$ cat config.mk
export PLATFORM = sky130hd
export DESIGN_NAME = rgs_rng_arbiter
export DESIGN_NICKNAME = d
export VERILOG_FILES = /design/src/rtl/rgs_rng_arbiter.sv
export SDC_FILE = /design/constraint.sdc
export NUM_CORES = 1
export LEC_CHECK = 0
export CORE_UTILIZATION = 35
export CTS_CLUSTER_DIAMETER = 30
export CTS_CLUSTER_SIZE = 10
export DETAILED_ROUTE_END_ITERATION = 12
export PLACE_DENSITY = 0.71
export SLEW_MARGIN = 20
export SYNTH_ARGS = -nofsm -noshare
export SYNTH_HDL_FRONTEND = slang
export SYNTH_SLANG_ARGS = --single-unit
$ cat constraint.sdc
create_clock -name clk -period 3.3 [get_ports clk]
set_clock_uncertainty 0.05 [all_clocks]
set_input_delay 0.825 -clock clk [delete_from_list [all_inputs] [get_ports clk]]
set_output_delay 0.825 -clock clk [all_outputs]
set_load 0.01 [all_outputs]
$ cat src/rtl/rgs_rng_arbiter.sv
// -----------------------------------------------------------------------------
// rgs_rng_arbiter
//
// Shares one randomizer core among NREQ requesters. Each transaction picks a
// winner by round-robin, pulses rng_next once to advance the core, waits for
// rng_valid (or gives up after TIMEOUT fetch cycles), then returns the word to
// the winner with a one-cycle gnt/dout_valid pulse.
//
// Optional feature macro: RGS_ARB_STATS_EN
//   defined   -> gnt_count is a saturating count of delivered grants
//   undefined -> gnt_count is tied to 0
//
// Ports:
//   clk          clock, rising edge
//   rst          synchronous active-high reset
//   req          level requests, one bit per requester
//   gnt          one-hot grant pulse, coincident with dout_valid
//   dout         delivered random word (0 on a timeout delivery)
//   dout_valid   delivery strobe
//   timeout_err  delivery came from a fetch timeout
//   busy         transaction in progress (any state except IDLE)
//   rng_next     advance strobe to the core, once per transaction
//   rng_data     core output word
//   rng_valid    rng_data valid this cycle
//   gnt_count    grant statistics
// -----------------------------------------------------------------------------
module rgs_rng_arbiter #(
    parameter int NREQ    = 4,
    parameter int DW      = 8,
    parameter int TIMEOUT = 15
) (
    input  logic            clk,
    input  logic            rst,
    input  logic [NREQ-1:0] req,
    output logic [NREQ-1:0] gnt,
    output logic [DW-1:0]   dout,
    output logic            dout_valid,
    output logic            timeout_err,
    output logic            busy,
    output logic            rng_next,
    input  logic [DW-1:0]   rng_data,
    input  logic            rng_valid,
    output logic [15:0]     gnt_count
);

    localparam int IW = (NREQ > 1) ? $clog2(NREQ) : 1;
    localparam int TW = 8;

    typedef enum logic [1:0] {
        IDLE    = 2'd0,
        FETCH   = 2'd1,
        DELIVER = 2'd2
    } state_t;

    state_t          state_reg, state_next;
    logic [IW-1:0]   idx_reg, idx_next;
    logic [IW-1:0]   last_reg, last_next;
    logic [TW-1:0]   cnt_reg, cnt_next;
    logic [DW-1:0]   dout_reg, dout_next;
    logic            err_reg, err_next;
    logic [NREQ-1:0] gnt_reg, gnt_next;
    logic            dv_reg, dv_next;
    logic            busy_reg, busy_next;
    logic            strobe_reg, strobe_next;

    logic [NREQ-1:0] gnt_dec;
    logic [IW:0]     pick;

    // Round-robin search starting at last+1. Iterating from the farthest
    // offset down to the nearest lets the nearest active requester win.
    function automatic logic [IW:0] rr_pick(input logic [NREQ-1:0] r,
                                            input logic [IW-1:0]   last);
        logic [IW:0] res;
        int          c;
        res = '0;
        for (int i = NREQ; i >= 1; i--) begin
            c = (int'(last) + i) % NREQ;
            if (r[c]) begin
                res = {1'b1, IW'(c)};
            end
        end
        return res;
    endfunction

    assign pick = rr_pick(req, last_reg);

    // One-hot decode of the registered winner index.
    genvar gi;
    generate
        for (gi = 0; gi < NREQ; gi++) begin : g_dec
            assign gnt_dec[gi] = (idx_reg == IW'(gi));
        end
    endgenerate

    always_comb begin
        state_next  = state_reg;
        idx_next    = idx_reg;
        last_next   = last_reg;
        cnt_next    = cnt_reg;
        dout_next   = '0;
        err_next    = 1'b0;
        gnt_next    = '0;
        dv_next     = 1'b0;
        strobe_next = 1'b0;

        case (state_reg)
            IDLE: begin
                if (pick[IW]) begin
                    idx_next    = pick[IW-1:0];
                    cnt_next    = '0;
                    strobe_next = 1'b1;
                    state_next  = FETCH;
                end
            end
            FETCH: begin
                // Data takes priority over a simultaneous counter expiry.
                if (rng_valid) begin
                    dout_next  = rng_data;
                    gnt_next   = gnt_dec;
                    dv_next    = 1'b1;
                    state_next = DELIVER;
                end else if (cnt_reg == TW'(TIMEOUT)) begin
                    err_next   = 1'b1;
                    gnt_next   = gnt_dec;
                    dv_next    = 1'b1;
                    state_next = DELIVER;
                end else begin
                    cnt_next = cnt_reg + 1'b1;
                end
            end
            DELIVER: begin
                last_next  = idx_reg;
                state_next = IDLE;
            end
            default: begin
                state_next = IDLE;
            end
        endcase

        busy_next = (state_next != IDLE);
    end

    always_ff @(posedge clk) begin
        if (rst) begin
            state_reg  <= IDLE;
            idx_reg    <= '0;
            last_reg   <= IW'(NREQ - 1);
            cnt_reg    <= '0;
            dout_reg   <= '0;
            err_reg    <= 1'b0;
            gnt_reg    <= '0;
            dv_reg     <= 1'b0;
            busy_reg   <= 1'b0;
            strobe_reg <= 1'b0;
        end else begin
            state_reg  <= state_next;
            idx_reg    <= idx_next;
            last_reg   <= last_next;
            cnt_reg    <= cnt_next;
            dout_reg   <= dout_next;
            err_reg    <= err_next;
            gnt_reg    <= gnt_next;
            dv_reg     <= dv_next;
            busy_reg   <= busy_next;
            strobe_reg <= strobe_next;
        end
    end

    assign gnt         = gnt_reg;
    assign dout        = dout_reg;
    assign dout_valid  = dv_reg;
    assign timeout_err = err_reg;
    assign busy        = busy_reg;
    assign rng_next    = strobe_reg;

`ifdef RGS_ARB_STATS_EN
    logic [15:0] gnt_count_reg;

    // Counts on the same edge that raises dout_valid, so the count already
    // includes the grant being delivered.
    always_ff @(posedge clk) begin
        if (rst) begin
            gnt_count_reg <= '0;
        end else if (dv_next && (gnt_count_reg != 16'hFFFF)) begin
            gnt_count_reg <= gnt_count_reg + 16'd1;
        end
    end

    assign gnt_count = gnt_count_reg;
`else
    assign gnt_count = '0;
`endif

endmodule

* Word level (Yosys, flattened, before mapping)
Cells that the tools add are included.
** Operators by class
- Add/sub/neg operators :: 5
- $mul :: 0
- Div/mod/pow operators :: 0
- Magnitude comparators :: 4
- Equal/unequal tests :: 9
- Shift-type cells :: 0
- Multiplexer cells :: 29
- Bitwise operators :: 7
- Reduce and logical (&&, ||, !) cells :: 14
** Operators by type and width (count)
- $mux 8 :: 3
- $lt 3x4->1 const B :: 4
- $pmux 8 s2 :: 1
- $mux 3 :: 4
- $reduce_or 2->1 :: 6
- $mux 1 :: 11
- $add 8x1->8 const B :: 1
- $bmux 1 s2 :: 4
- $eq 8x4->1 const B :: 1
- $mux 4 :: 2
- $eq 2x2->1 const B :: 3
- $mux 2 :: 3
- $ne 2x2->1 const B :: 3
- $reduce_or 3->1 :: 2
- $add 2x1->2 const B :: 2
- $add 2x2->2 const B :: 2
- $and 1x1->1 const A :: 4
- $eq 2x1->1 const B :: 2
- $logic_not 2->1 :: 2
- $pmux 2 s2 :: 1
- $reduce_and 4->1 :: 1
- $reduce_bool 2->1 :: 2
- $not 1->1 :: 3
- $reduce_and 2->1 :: 1
** Storage, ports and cells
- Register bits :: 30
- Latch bits :: 0
- RAM bits :: 0
- ROM bits :: 0
- Output and inout port bits :: 32
- Memories kept :: 0

* Depth between registers and ports, before layout
- Word-level depth :: 13
- Gate-level depth with buffers :: 6
- Gate-level depth less buffers :: 6

* Least setup slack after synthesis
OpenSTA, ideal clock, no wires.
- Path type :: input port to flip-flop
- Start point :: input rst
- End point :: register cnt_reg[5]
- Library setup time :: 0.074 ns
- Arrival :: 1.968 ns
- Required time :: 3.176 ns
- Setup slack :: 1.208 ns
- Stages :: 5
- Path through :: clkbuf_1 nor3b_1 nor2b_1 a41oi_1 a31oi_1
** RTL lines
- from (decl) :: RTL line 33 : input logic rst,
- to (signal assigned) :: RTL line 159 : cnt_reg <= cnt_next;
- to (decl) :: RTL line 58 : logic [TW-1:0] cnt_reg, cnt_next;

==> impl.org <==
** Finish
- Leaving out filler cells and counting taps, the final layout contains ~220.
- Proportion of layout cells with a drive suffix above 1 :: under 10%
- After the last flow step, the layout net total stands at 186.
- Area added between synthesis and finish :: 28.0%
- The repair_antennas step left the layout with diodes totalling 0.

** Logic synthesis
- Among all cell types in the netlist, the one instantiated most often is sky130_fd_sc_hd__dfxtp_1.
- Of all cell types, the one taking the most synthesized area is sky130_fd_sc_hd__dfxtp_1.
- After synthesis, the netlist uses 35 different library cells.
- The top cell type by area accounts for 47.6% of the synthesized area.
- Post-synthesis adder-cell area fraction :: less than 1%
- Synthesis inferred 30 register bits.
- After synthesis, the largest family of logic cells by area is simple AND/OR/NAND/NOR gates.
- Number of warnings issued by yosys :: 0
- Counting instances in the post-synthesis netlist gives the leading cell types as sky130_fd_sc_hd__dfxtp_1, sky130_fd_sc_hd__buf_4, sky130_fd_sc_hd__and3_1.
- In the synthesized netlist, the number of instances is 136.
- Dominant register cell in the synthesized netlist :: sky130_fd_sc_hd__dfxtp_1
- Post-synthesis share of cell area spent on and, or, nand and nor gates :: around 25%
- Fraction of registers with async set or reset after synthesis :: 0%
- A synthesized cell averages approximately 9.3 sq um.
- Of the post-synthesis cell area, the part taken by muxes is under 10%.
- Number of enable flip-flop cells after synthesis :: 0
- Xor and xnor area share after synthesis :: 0%
- Of the synthesized area, sequential elements account for 47.6%.
- Share of the synthesized area in compound gates (AO/OA/AOI/OAI) :: 11.7%
- The cell area that synthesis handed to floorplanning was about 1300 sq um.
- By area the synthesized netlist is led by sky130_fd_sc_hd__dfxtp_1, sky130_fd_sc_hd__buf_4, sky130_fd_sc_hd__and3_1, sky130_fd_sc_hd__nand2b_1, sky130_fd_sc_hd__nor2_1.

** Global routing
- Global routing met1 resource utilization :: between 10 and 15%
- First-pass GRT wire length :: 3640 um
- The total overflow left after global routing is 0.
- Tot GR Track Use :: about 14%
- The number of antenna violations at the first check in global routing was 0.
- Fraction of met2 tracks used by global routing :: 20.7%
- In this run the most used layer during global routing was met2.
- The number of global-route vias before repair is roughly 860.
- Fraction of met3 tracks used by global routing :: under 10%
- Largest net degree at the start of global routing :: 16

** STA
- For the final routed database, the setup TNS stands at 0 ns.
- Unrepaired setup endpoints after global routing :: false
- Total count of hold-check failures in the final report :: 0
- Final Cycle Share :: 71.8%
- Setup slack on the critical path of the routed design comes to approximately 0.93 ns.
- Setup violations remaining at the end of the flow were counted as 0.
- Counting I/O delays and the setup requirement, the final critical path takes about 2.4 ns.
- Maximum clock frequency :: between 400 and 500 MHz
- Pins Over Slew Limit :: 0

** Setup path
- The worst setup path is captured at a flop.
- Crit start category :: input pin
- For the worst setup path, the data required time is 3.48 ns.
- The worst setup path is of the input pin to flop kind.
- In this run the worst path has a maximum fanout of 15.
- WP data arrival :: 2.55 ns

** Power
- Total design power :: ~700 uW
- Power Density :: 431 nW/um^2
- For this design the static power due to leakage is roughly 0.7 nW.
- Maximum resistive drop on vdd :: 0.117 mV

** Floorplan
- The floorplan has 21 rows.
- The core region is 3390 sq um.
- Starting density of the core :: a little under two fifths
- Number of top-level pins :: 47
- The die is a little over 60 um tall.
- The floorplan step defined a die boundary enclosing just under 4000 sq um.
- The floorplan step set the die width to approximately 62 um.

** Routing
- Summed over all layers, the routed wires come to about 2400 um.
- After detailed routing, the number of remaining DRC violations is 0.
- The detail route stage leaves a number of antenna-violating nets equal to 0.
- Summing over every cut layer, the via total after detailed routing is 1014.
- Via density per instance :: 4.67
- DRT Pass-1 Iters :: 4
- The detailed router finished its first iteration with 18 violations.
- Dividing the detail-routed wire length by the instance count gives ~11 um.

** Clocking
- Root buffer selected by CTS :: sky130_fd_sc_hd__clkbuf_4
- Post CTS Setup Buffer Count :: 0
- Number of H-tree branching levels :: 2
- Worst-skew pair later-pin latency :: around 0.33 ns
- After clock tree synthesis, the clock-pin slew on the worst setup and hold paths is 0.09 ns.
- Hold repair after CTS inserted 0 buffers.
- The clock net in this run drives a total of 30 sinks.
- Number of buffers created by CTS :: 5
- In this run, post-CTS repair resized a total of 0 instances.
- TritonCTS built the clock tree.
- Maximum clock path buffer count :: 2

** Placement
- Routability-driven placement finished with a final weighted congestion of a little over 0.7.
- Half-perimeter wire length of the detailed placement result :: 1750 um
- Port buffer count :: 30
- In this run, placement finished with an instance count of 209.
- Placement-stage worst setup slack :: 0.693 ns

** Status
- Result of the run :: completed

** Run
- Across the run, the number of max-cap violations was 0.

** Worst hold path
- Hold/Removal Path Class :: flop to flop
placed cells by master, fill, tap and decap left out, drive strengths merged:
cell / count
a311oi: 1
mux2: 1
clkinv: 1
a31oi: 3
nand3: 5
a41oi: 1
or4: 1
conb: 16
a21oi: 4
ha: 1
a221o: 1
o22a: 1
nor4: 1
buf: 1
nor3: 2
o31ai: 1
or2: 3
nand2b: 8
mux2i: 2
dfxtp: 30
clkinvlp: 1
nand2: 4
nand3b: 1
a211o: 1
nor2b: 1
inv: 4
clkbuf: 6
or3: 1
nor2: 11
o211ai: 2
clkdlybuf4s50: 30
and3: 13
o31a: 1
and2: 1
o21a: 1
o21ai: 5
nor3b: 4
per-stage QoR:
step / utilization, % / hold slack [ns] / cell area (sq um)
after floorplan: - / 0.397 / 1320
after global placement: 45.8 / 0.436 / 1550
after detailed placement: 45.8 / 0.437 / 1550
after CTS: 47.7 / 0.453 / 1620
after global routing: 47.7 / 0.474 / 1620
final: 47.7 / 0.458 / 1620
layout make-up:
type / instances / area [sq um]
multi-input combinational: 98 / 572
sequential: 30 / 601
fill: 319 / 1770
tap: 46 / 57.6
timing repair buffer: 31 / 308
clock inverter: 2 / 12.5
clock buffer: 6 / 51.3
inverter: 4 / 15.0
critical path: stages:
cell,delay [ns]
sky130_fd_sc_hd__clkdlybuf4s50_1,0.55
sky130_fd_sc_hd__nor3b_1,0.23
sky130_fd_sc_hd__buf_4,0.21
sky130_fd_sc_hd__nor2b_1,0.35
sky130_fd_sc_hd__a21oi_1,0.15
sky130_fd_sc_hd__a31oi_1,0.23
layer usage:
layer / vias up / part of all wire, %
met5: - / 0
met2: 57 / 42
met4: 0 / 2.6
li1: 511 / -
met1: 438 / 46
met3: 8 / 8.8
cells by family after synthesis:
kind of cell / Yosys count
other: 1
buffers and inverters: 23
adder cells (fa/ha/maj): 1
AND/OR/NAND/NOR: 56
AO/OA/AOI/OAI: 22
multiplexers: 3
flip-flops: 30
path summary, 6_finish.rpt:
check             startpoint    endpoint  slack, ns  cells after the start
hold / removal    cnt_reg[2]  cnt_reg[2]       0.46                      1
setup / recovery         rst  cnt_reg[6]       0.93                      6
hold reg to reg   cnt_reg[2]  cnt_reg[2]       0.46                      1
setup reg to reg  cnt_reg[4]  cnt_reg[6]       1.34                      4
power breakdown:
group / switching (mW) / internal, mW / leakage [nW]
registers: 0.00821 / 0.375 / 0.244
clock network: 0.123 / 0.102 / 0.0343
logic: 0.0431 / 0.0449 / 0.422
No activity file was read; power rests on OpenSTA's default activity.
